### src/rtl/iob_acc_decim_pkg.sv
// Shared defaults and arithmetic rules for the integrate-and-decimate stage.
package iob_acc_decim_pkg;

    localparam int DEF_DATA_W  = 16;
    localparam int DEF_ACC_W   = 32;
    localparam int DEF_DECIM_W = 8;

    // A programmed ratio of 0 behaves as 1 (pass-through).
    function automatic logic [31:0] eff_ratio(input logic [31:0] r);
        return (r == 32'd0) ? 32'd1 : r;
    endfunction

    // Signed add overflow: operands agree in sign, result does not.
    function automatic logic add_ovf(input logic a_s, input logic b_s, input logic r_s);
        return (a_s == b_s) && (r_s != a_s);
    endfunction

endpackage

### src/rtl/iob_acc_decim_ctr.sv
// Decimation counter: counts accepted samples and flags the last one of a block.
module iob_acc_decim_ctr
    import iob_acc_decim_pkg::*;
#(
    parameter int DECIM_W = DEF_DECIM_W
) (
    input  logic               clk_i,
    input  logic               cke_i,
    input  logic               rst_n_i,
    input  logic               clear,
    input  logic               inc,
    input  logic [DECIM_W-1:0] decim_i,
    output logic               last
);

    logic [DECIM_W-1:0] cnt;
    logic [DECIM_W-1:0] reff;

    assign reff = DECIM_W'(eff_ratio(32'(decim_i)));
    // >= rather than == so a lowered ratio can never strand the counter past the end.
    assign last = (cnt >= reff - DECIM_W'(1));

    always_ff @(posedge clk_i) begin
        if (!rst_n_i) begin
            cnt <= '0;
        end else if (cke_i) begin
            if (clear)
                cnt <= '0;
            else if (inc)
                cnt <= last ? '0 : cnt + DECIM_W'(1);
        end
    end

endmodule

### src/rtl/iob_acc_decim.sv
// Free-running CIC integrator that emits one accumulator snapshot every R accepted samples.
module iob_acc_decim
    import iob_acc_decim_pkg::*;
#(
    parameter int DATA_W  = DEF_DATA_W,
    parameter int ACC_W   = DEF_ACC_W,
    parameter int DECIM_W = DEF_DECIM_W
) (
    input  logic               clk_i,
    input  logic               cke_i,
    input  logic               rst_n_i,
    input  logic               en_i,
    input  logic [DECIM_W-1:0] decim_i,
    input  logic               in_valid_i,
    output logic               in_ready_o,
    input  logic [DATA_W-1:0]  data_i,
    output logic               out_valid_o,
    input  logic               out_ready_i,
    output logic [ACC_W-1:0]   data_o,
    output logic               overflow_o
);

    logic [ACC_W-1:0] acc;
    logic [ACC_W-1:0] data_ext;
    logic [ACC_W-1:0] sum;
    logic             last;
    logic             acc_en;
    logic             ovf_now;

    assign data_ext = ACC_W'($signed(data_i));
    assign sum      = acc + data_ext;
    assign ovf_now  = add_ovf(acc[ACC_W-1], data_ext[ACC_W-1], sum[ACC_W-1]);

    // Only the block-closing sample waits for the output slot; out_ready_i passes straight through.
    assign in_ready_o = en_i & (~last | ~out_valid_o | out_ready_i);
    assign acc_en     = in_valid_i & in_ready_o & cke_i;

    iob_acc_decim_ctr #(
        .DECIM_W (DECIM_W)
    ) u_ctr (
        .clk_i   (clk_i),
        .cke_i   (cke_i),
        .rst_n_i (rst_n_i),
        .clear   (~en_i),
        .inc     (acc_en),
        .decim_i (decim_i),
        .last    (last)
    );

    always_ff @(posedge clk_i) begin
        if (!rst_n_i) begin
            acc         <= '0;
            overflow_o  <= 1'b0;
            out_valid_o <= 1'b0;
            data_o      <= '0;
        end else if (cke_i) begin
            if (!en_i) begin
                acc        <= '0;
                overflow_o <= 1'b0;
            end else if (acc_en) begin
                acc <= sum;
                if (ovf_now)
                    overflow_o <= 1'b1;
            end
            // Output register is left alone by en_i so a pending snapshot still drains.
            if (acc_en && last) begin
                out_valid_o <= 1'b1;
                data_o      <= sum;
            end else if (out_valid_o && out_ready_i) begin
                out_valid_o <= 1'b0;
            end
        end
    end

endmodule
### config.mk
export PLATFORM = sky130hd
export DESIGN_NAME = iob_acc_decim
export DESIGN_NICKNAME = d
export VERILOG_FILES = /design/src/rtl/iob_acc_decim_pkg.sv /design/src/rtl/iob_acc_decim_ctr.sv /design/src/rtl/iob_acc_decim.sv
export SDC_FILE = /design/constraint.sdc
export NUM_CORES = 1
export LEC_CHECK = 0
export CORE_UTILIZATION = 54
export CTS_BUF_LIST = sky130_fd_sc_hd__clkbuf_4 sky130_fd_sc_hd__clkbuf_8
export DETAILED_ROUTE_END_ITERATION = 8
export DONT_BUFFER_PORTS = 1
export GPL_ROUTABILITY_DRIVEN = 0
export PLACE_DENSITY = 0.69
export SYNTH_ARGS = -nofsm -noshare
export SYNTH_HDL_FRONTEND = slang
export SYNTH_HIERARCHICAL = 1
export SYNTH_SLANG_ARGS = --single-unit
### constraint.sdc
create_clock -name clk_i -period 8.1 [get_ports clk_i]
set_input_delay 1.215 -clock clk_i [delete_from_list [all_inputs] [get_ports clk_i]]
set_output_delay 1.215 -clock clk_i [all_outputs]
set_load 0.005 [all_outputs]
# After elaboration in Yosys (flattened, before gate mapping)
# Index checks and enable logic that the tools add are counted.
# Widths: inputs -> output; s select.
# totals
output_inout_bits,35
input_bits,30
regBits,74
elab_cells,40
# classes
magnitude_cmp,1
addsub,3
bitwise,7
mux,11
n_reduce_logical,9
eq_ne,4
# op_table
cell,n
$mux 32,2
$add 32x32->32,1
$mux 8,4
$add 8x1->8 const B,1
$ge 8x8->1,1
$logic_not 8->1,1
$sub 8x1->8 const B,1
$reduce_and 2->1,3
$mux 1,5
$ne 2x1->1 const B,2
$and 1x1->1,3
$logic_and 1x1->1,3
$reduce_and 3->1,1
$not 1->1,2
$or 1x1->1,2
$reduce_bool 2->1,1
$eq 1x1->1,1
$ne 1x1->1,1

# Depth between registers and ports, before layout
# logic_depth
ltp_word,13
mapped_depth,21
mapped_depth_nobuf,20

# Cells and area by module
# The synthesis kept the hierarchy.
# by_module_without_submodules
module,seq_area_each_um2,n_inst,cells_each,area_per_inst_um2
iob_acc_decim,1321.3,1,538,4194.0
iob_acc_decim_ctr,160.2,1,85,704.4

# Least setup slack after synthesis
# Ideal clock, no wire load.
# synth_path
kind,input port to flip-flop
start,in decim_i[3]
end,reg u_ctr.cnt[2]
slack_ns,3.303
cell_stages,18
path_buffers,1
t_required_ns,8.026
arrival_time_ns,4.723
setup_ns,0.074
cell_sequence,nor2_1 > nor4b_1 > a21oi_1 > ha_1 > ha_1 > nor2b_1 > o211a_1 > o311ai_4 > nand2_1 > nand3b_1 > and3_1 > nand2_1 > inv_1 > buf_1 > o21ai_1 > nor3b_1 > nand3_1 > a31oi_1
# synth_via
elab_chain_len,12
elab_cells_between_ends,15
classes_between,add/sub: 1; order compare: 1; eq/ne: 1; mux: 4; bitwise: 6; reduce/logical: 2
# synth_rtl
element,line_no,text
from (decl),iob_acc_decim.sv:13,"input logic [DECIM_W-1:0] decim_i,"
$logic_not 8->1,iob_acc_decim_pkg.sv:10,return (r == 32'd0) ? 32'd1 : r;
$mux 8 *,iob_acc_decim_pkg.sv:10,
$sub 8x1->8 *,iob_acc_decim_ctr.sv:21,assign last = (cnt >= reff - DECIM_W'(1));
$ge 8x8->1 *,iob_acc_decim_ctr.sv:21,
net last,iob_acc_decim.sv:26,logic last;
$not 1->1 *,iob_acc_decim.sv:35,assign in_ready_o = en_i & (~last | ~out_valid_o | out_ready_i);
$or 1x1->1 * (2 in a row),iob_acc_decim.sv:35,
$and 1x1->1 *,iob_acc_decim.sv:35,
$and 1x1->1 * (2 in a row),iob_acc_decim.sv:36,assign acc_en = in_valid_i & in_ready_o & cke_i;
net acc_en,iob_acc_decim.sv:27,logic acc_en;
$ne 2x1->1 (no source line) *,n/a,
$reduce_and 2->1 (no source line) *,n/a,
to (signal assigned),iob_acc_decim_ctr.sv:30,cnt <= last ? '0 : cnt + DECIM_W'(1);
to (decl),iob_acc_decim_ctr.sv:16,logic [DECIM_W-1:0] cnt;
# The timed path passes the listed nets; every way through them passes the cells marked *. The select of a mux whose other input is x is not followed.
# A chain may end at the register's enable or synchronous reset.

# Worst setup path after layout
# layout_path
start,in decim_i[3]
end,reg data_o[26]
# layout_via
elab_chain_len,12
# layout_rtl
element,line_no,text
$logic_not 8->1,iob_acc_decim_pkg.sv:10,
$mux 8 *,iob_acc_decim_pkg.sv:10,
$sub 8x1->8 *,iob_acc_decim_ctr.sv:21,
$ge 8x8->1 *,iob_acc_decim_ctr.sv:21,
net last,iob_acc_decim.sv:26,
$not 1->1,iob_acc_decim.sv:35,
$or 1x1->1 (2 in a row),iob_acc_decim.sv:35,
$and 1x1->1,iob_acc_decim.sv:35,
$and 1x1->1 (2 in a row),iob_acc_decim.sv:36,
$logic_and 1x1->1 *,iob_acc_decim.sv:66,if (acc_en && last) begin
$reduce_and 2->1 (no source line) *,n/a,
to (signal assigned),iob_acc_decim.sv:68,data_o <= sum;
to (decl),iob_acc_decim.sv:19,"output logic [ACC_W-1:0] data_o,"
# The timed path passes the listed nets; every way through them passes the cells marked *.

==> metrics.txt <==
CTS Sinks=74; Syn Std Cell Area=4900 µm²; f_max=0.181 GHz; DRT Pass-1 Iters=4; CP max FO=19; nets@finish=679; Layout fillers=827; first-pass GRT wire length=19.9 mm; cells along the critical path=nor2_1, nor4b_1, a21oi_1, ha_1, ha_1, nor2b_1, o211a_1, o311ai_4, nand2_1, nand3b_1, and3_1, nand2_1, inv_1, nand2_1, buf_4, or4_1, nand3_1; Hold Path End=acc[21]; Finished Layout Cells=720; outcome=complete, no violations; hold wc startpoint=acc[21]; sequential power share=48.9%; final hold vios=0; IO Port Bufs=0; syn nets=695; Clock Power Share=35.0%; Worst slew margin=37.3%; Die H=97.2 µm; max-slew violations=0; R2R depth=13; pin count of the biggest net entering global routing=47; post-route minimum period=5.53 ns; FP Rows=34; routed wire length=11.9 mm; Syn Area/Cell=7.86 µm²; via/cell ratio=6.13; CTS Hold Buffers Added=0; Worst Setup End Kind=flip-flop; post-CTS sizing=0; core outline area=8760 µm²; reg-to-reg endpoint=data_o[26]; Net Switching=230 µW; share of layout cells above drive strength 1=5.23%; Die ar.=9460 µm²; worst r2r src=u_ctr/cnt[1]; Tot Pwr=763 µW; HP Class=flip-flop to flip-flop; Max VDD drop=0.0877 mV; area grow syn2layout=4.60%; GRT Total Usage=25.6%; initial antenna violation count=0; Die X=97.2 µm; placed insts=704; async set-reset flop share out of synthesis=0%; n_diodes=0; Design Area, Final=5120 µm²; vias=4,415; Crit-path slowest cell=nand2_1; max-cap violations=0; unrepaired setup endpoints after global routing=false; Top FF cell, synth=dfxtp_1; synth warn=6; Final period util=68.2%; Remaining DRCs=0; Leak=2.08 nW; dpl hpwl=8.77 mm; synthesized flop and latch total=74; logic gate share of total power=16.1%; slowest stage delay, CP=0.55 ns; P_int=533 µW; Netlist cell types=62; clock latency on the worst-skew pair=0.35 ns; Cells after Synth=623; DR WL/cell=16.6 µm; number of antenna-violating nets in the routed design=0; R2R setup slack=4.00 ns; Hold Path Cell Cnt=2; CTS Buffer Depth=2; Switching Fraction=30.1%; vias in the first global route=4,259; TritonCTS clock tree=built; placed instance area=4940 µm²; H-Tree Depth=3; final clock skew=0.0117 ns; clock slew at reported path FFs=0.08 ns; I/O pin total=65; Worst EP arrival=5.82 ns; Setup Viol. Count Final=0; setup TNS=0 ns; Seq/Total Area, Yosys=30.2%; setup repair bufs after CTS=0; DR iter-0 viols=179; gr ovfl total=0; WS Path Type=input pin to flip-flop; Setup crit start kind=input pin; initial core utilization=55.9%; Min Hold Slack=0.465 ns; cell mode on critical path=nand2_1; TritonCTS Buffers=9; root buffer cell=clkbuf_8; Tightest Pin Transition=0.941 ns; Post-synth EDFFs=0; Required @ worst endpoint=8.39 ns; PwrDens=149 nW/µm²
-- cell usage after synthesis (3+ instances only) --
master	count	area share, %
and2_1	8	1.0
nand2b_1	3	0.38
o31ai_1	5	0.77
a31oi_1	13	1.7
and3_1	9	1.1
xor2_1	13	2.3
nor2b_1	6	0.77
nand4_1	12	1.5
o21ai_1	7	0.72
nor2_1	64	4.9
nor4_1	3	0.38
a21oi_1	48	4.9
inv_1	18	1.4
clkbuf_1	27	2.1
a22oi_1	11	1.7
ha_1	41	10
a211oi_1	8	1.2
dfxtp_1	74	30
nor3b_1	4	0.61
o211ai_1	6	0.92
nor3_1	13	1.3
nand3_1	20	2.0
o21ai_0	29	3.0
nand2_1	83	6.4
o21a_1	6	0.92
a21o_1	21	3.2
xnor2_1	18	3.2
mux2i_1	4	0.82
a211o_1	6	1.1
-- cells by family after synthesis --
logic type / synth area share (%)
adder cells (fa/ha/maj): 10.9
multiplexers: 0.817
AND/OR/NAND/NOR: 22.3
XOR/XNOR: 5.54
flip-flops: 30.2
buffers and inverters: 3.73
AO/OA/AOI/OAI: 26.5
-- layout by cell type (no fill, tap or decap), drive strengths merged, types with 3 or more instances in the layout --
master | netlist | layout
nor3 | 13 | 13
mux2i | 4 | 4
and2 | 8 | 8
a21o | 21 | 21
a21oi | 49 | 49
xor2 | 13 | 13
clkinvlp | 0 | 3
nand2b | 3 | 3
o211ai | 7 | 7
nand4 | 12 | 12
nor3b | 4 | 4
nand2 | 83 | 83
inv | 18 | 19
a31oi | 14 | 14
nor2b | 6 | 6
a211o | 6 | 6
a22oi | 11 | 11
xnor2 | 18 | 18
clkbuf | 27 | 10
ha | 41 | 41
a21boi | 4 | 4
o31ai | 5 | 5
nand3 | 20 | 20
o21a | 6 | 6
a211oi | 10 | 10
dfxtp | 74 | 74
a221oi | 3 | 3
o21ai | 36 | 36
and3 | 9 | 9
buf | 3 | 3
nor2 | 64 | 64
nor4 | 3 | 3
-- final cells by class --
type	count	area (µm²)	share of cell area, %
Inverter	18	67.6	1.32
Multi-Input combinational cell	501	3240	63.2
Clock inverter	6	41.3	0.806
Tap cell	108	135	2.64
Clock buffer	10	138	2.69
Sequential cell	74	1480	28.9
Timing Repair Buffer	3	22.5	0.440
-- per-layer routing --
| metal | GRT usage [%] | up-vias | wire (µm) |
|---|---|---|---|
| met3 | 6.12 | 14 | 566 |
| li1 | - | 2228 | - |
| met2 | 41.4 | 78 | 5510 |
| met1 | 33.9 | 2095 | 5700 |
| met5 | 0 | - | 0 |
| met4 | 7.69 | 0 | 140 |
-- stage by stage --
stage	setup WS [ns]	util, %
6_report	2.57	58.5
5_1_grt	2.11	58.5
4_1_cts	2.59	58.5
3_5_place_dp	2.22	56.4
3_3_place_gp	2.39	56.4
2_1_floorplan	3.30	-
-- flip-flops by register name, summed over array words and instances (netlist names) --
register and flops:
overflow_o 1, acc 32, out_valid_o 1, u_ctr/cnt 8, data_o 32
-- power groups by stage --
stage / logic, mW / clock network, mW / registers, mW
after CTS: 0.122 / 0.275 / 0.373
after global placement: 0.119 / 0 / 0.381
after detailed placement: 0.121 / 0 / 0.381
after global routing: 0.137 / 0.286 / 0.374
final: 0.123 / 0.267 / 0.373
after floorplan: 0.0985 / 0 / 0.380
-- worst max path at each step --
stage | startpoint | to | slack, ns | depth (start not counted)
after global placement | decim_i[3] | data_o[26] | 2.39 | 17
after CTS | decim_i[3] | data_o[26] | 2.59 | 17
after detailed placement | decim_i[3] | data_o[26] | 2.22 | 17
after floorplan | decim_i[3] | u_ctr/cnt[2] | 3.30 | 18
final | decim_i[3] | data_o[26] | 2.57 | 17
after global routing | decim_i[3] | data_o[26] | 2.11 | 17
-- worst max-delay path, delay by kind of cell --
kind / cells / cell delay [ns]
AND/OR/NAND/NOR: 10 / 2.33
AO/OA/AOI/OAI: 3 / 0.86
buffers and inverters: 2 / 0.81
adder cells (fa/ha/maj): 2 / 0.60
Note: power is estimated with default switching activity, not from simulation.
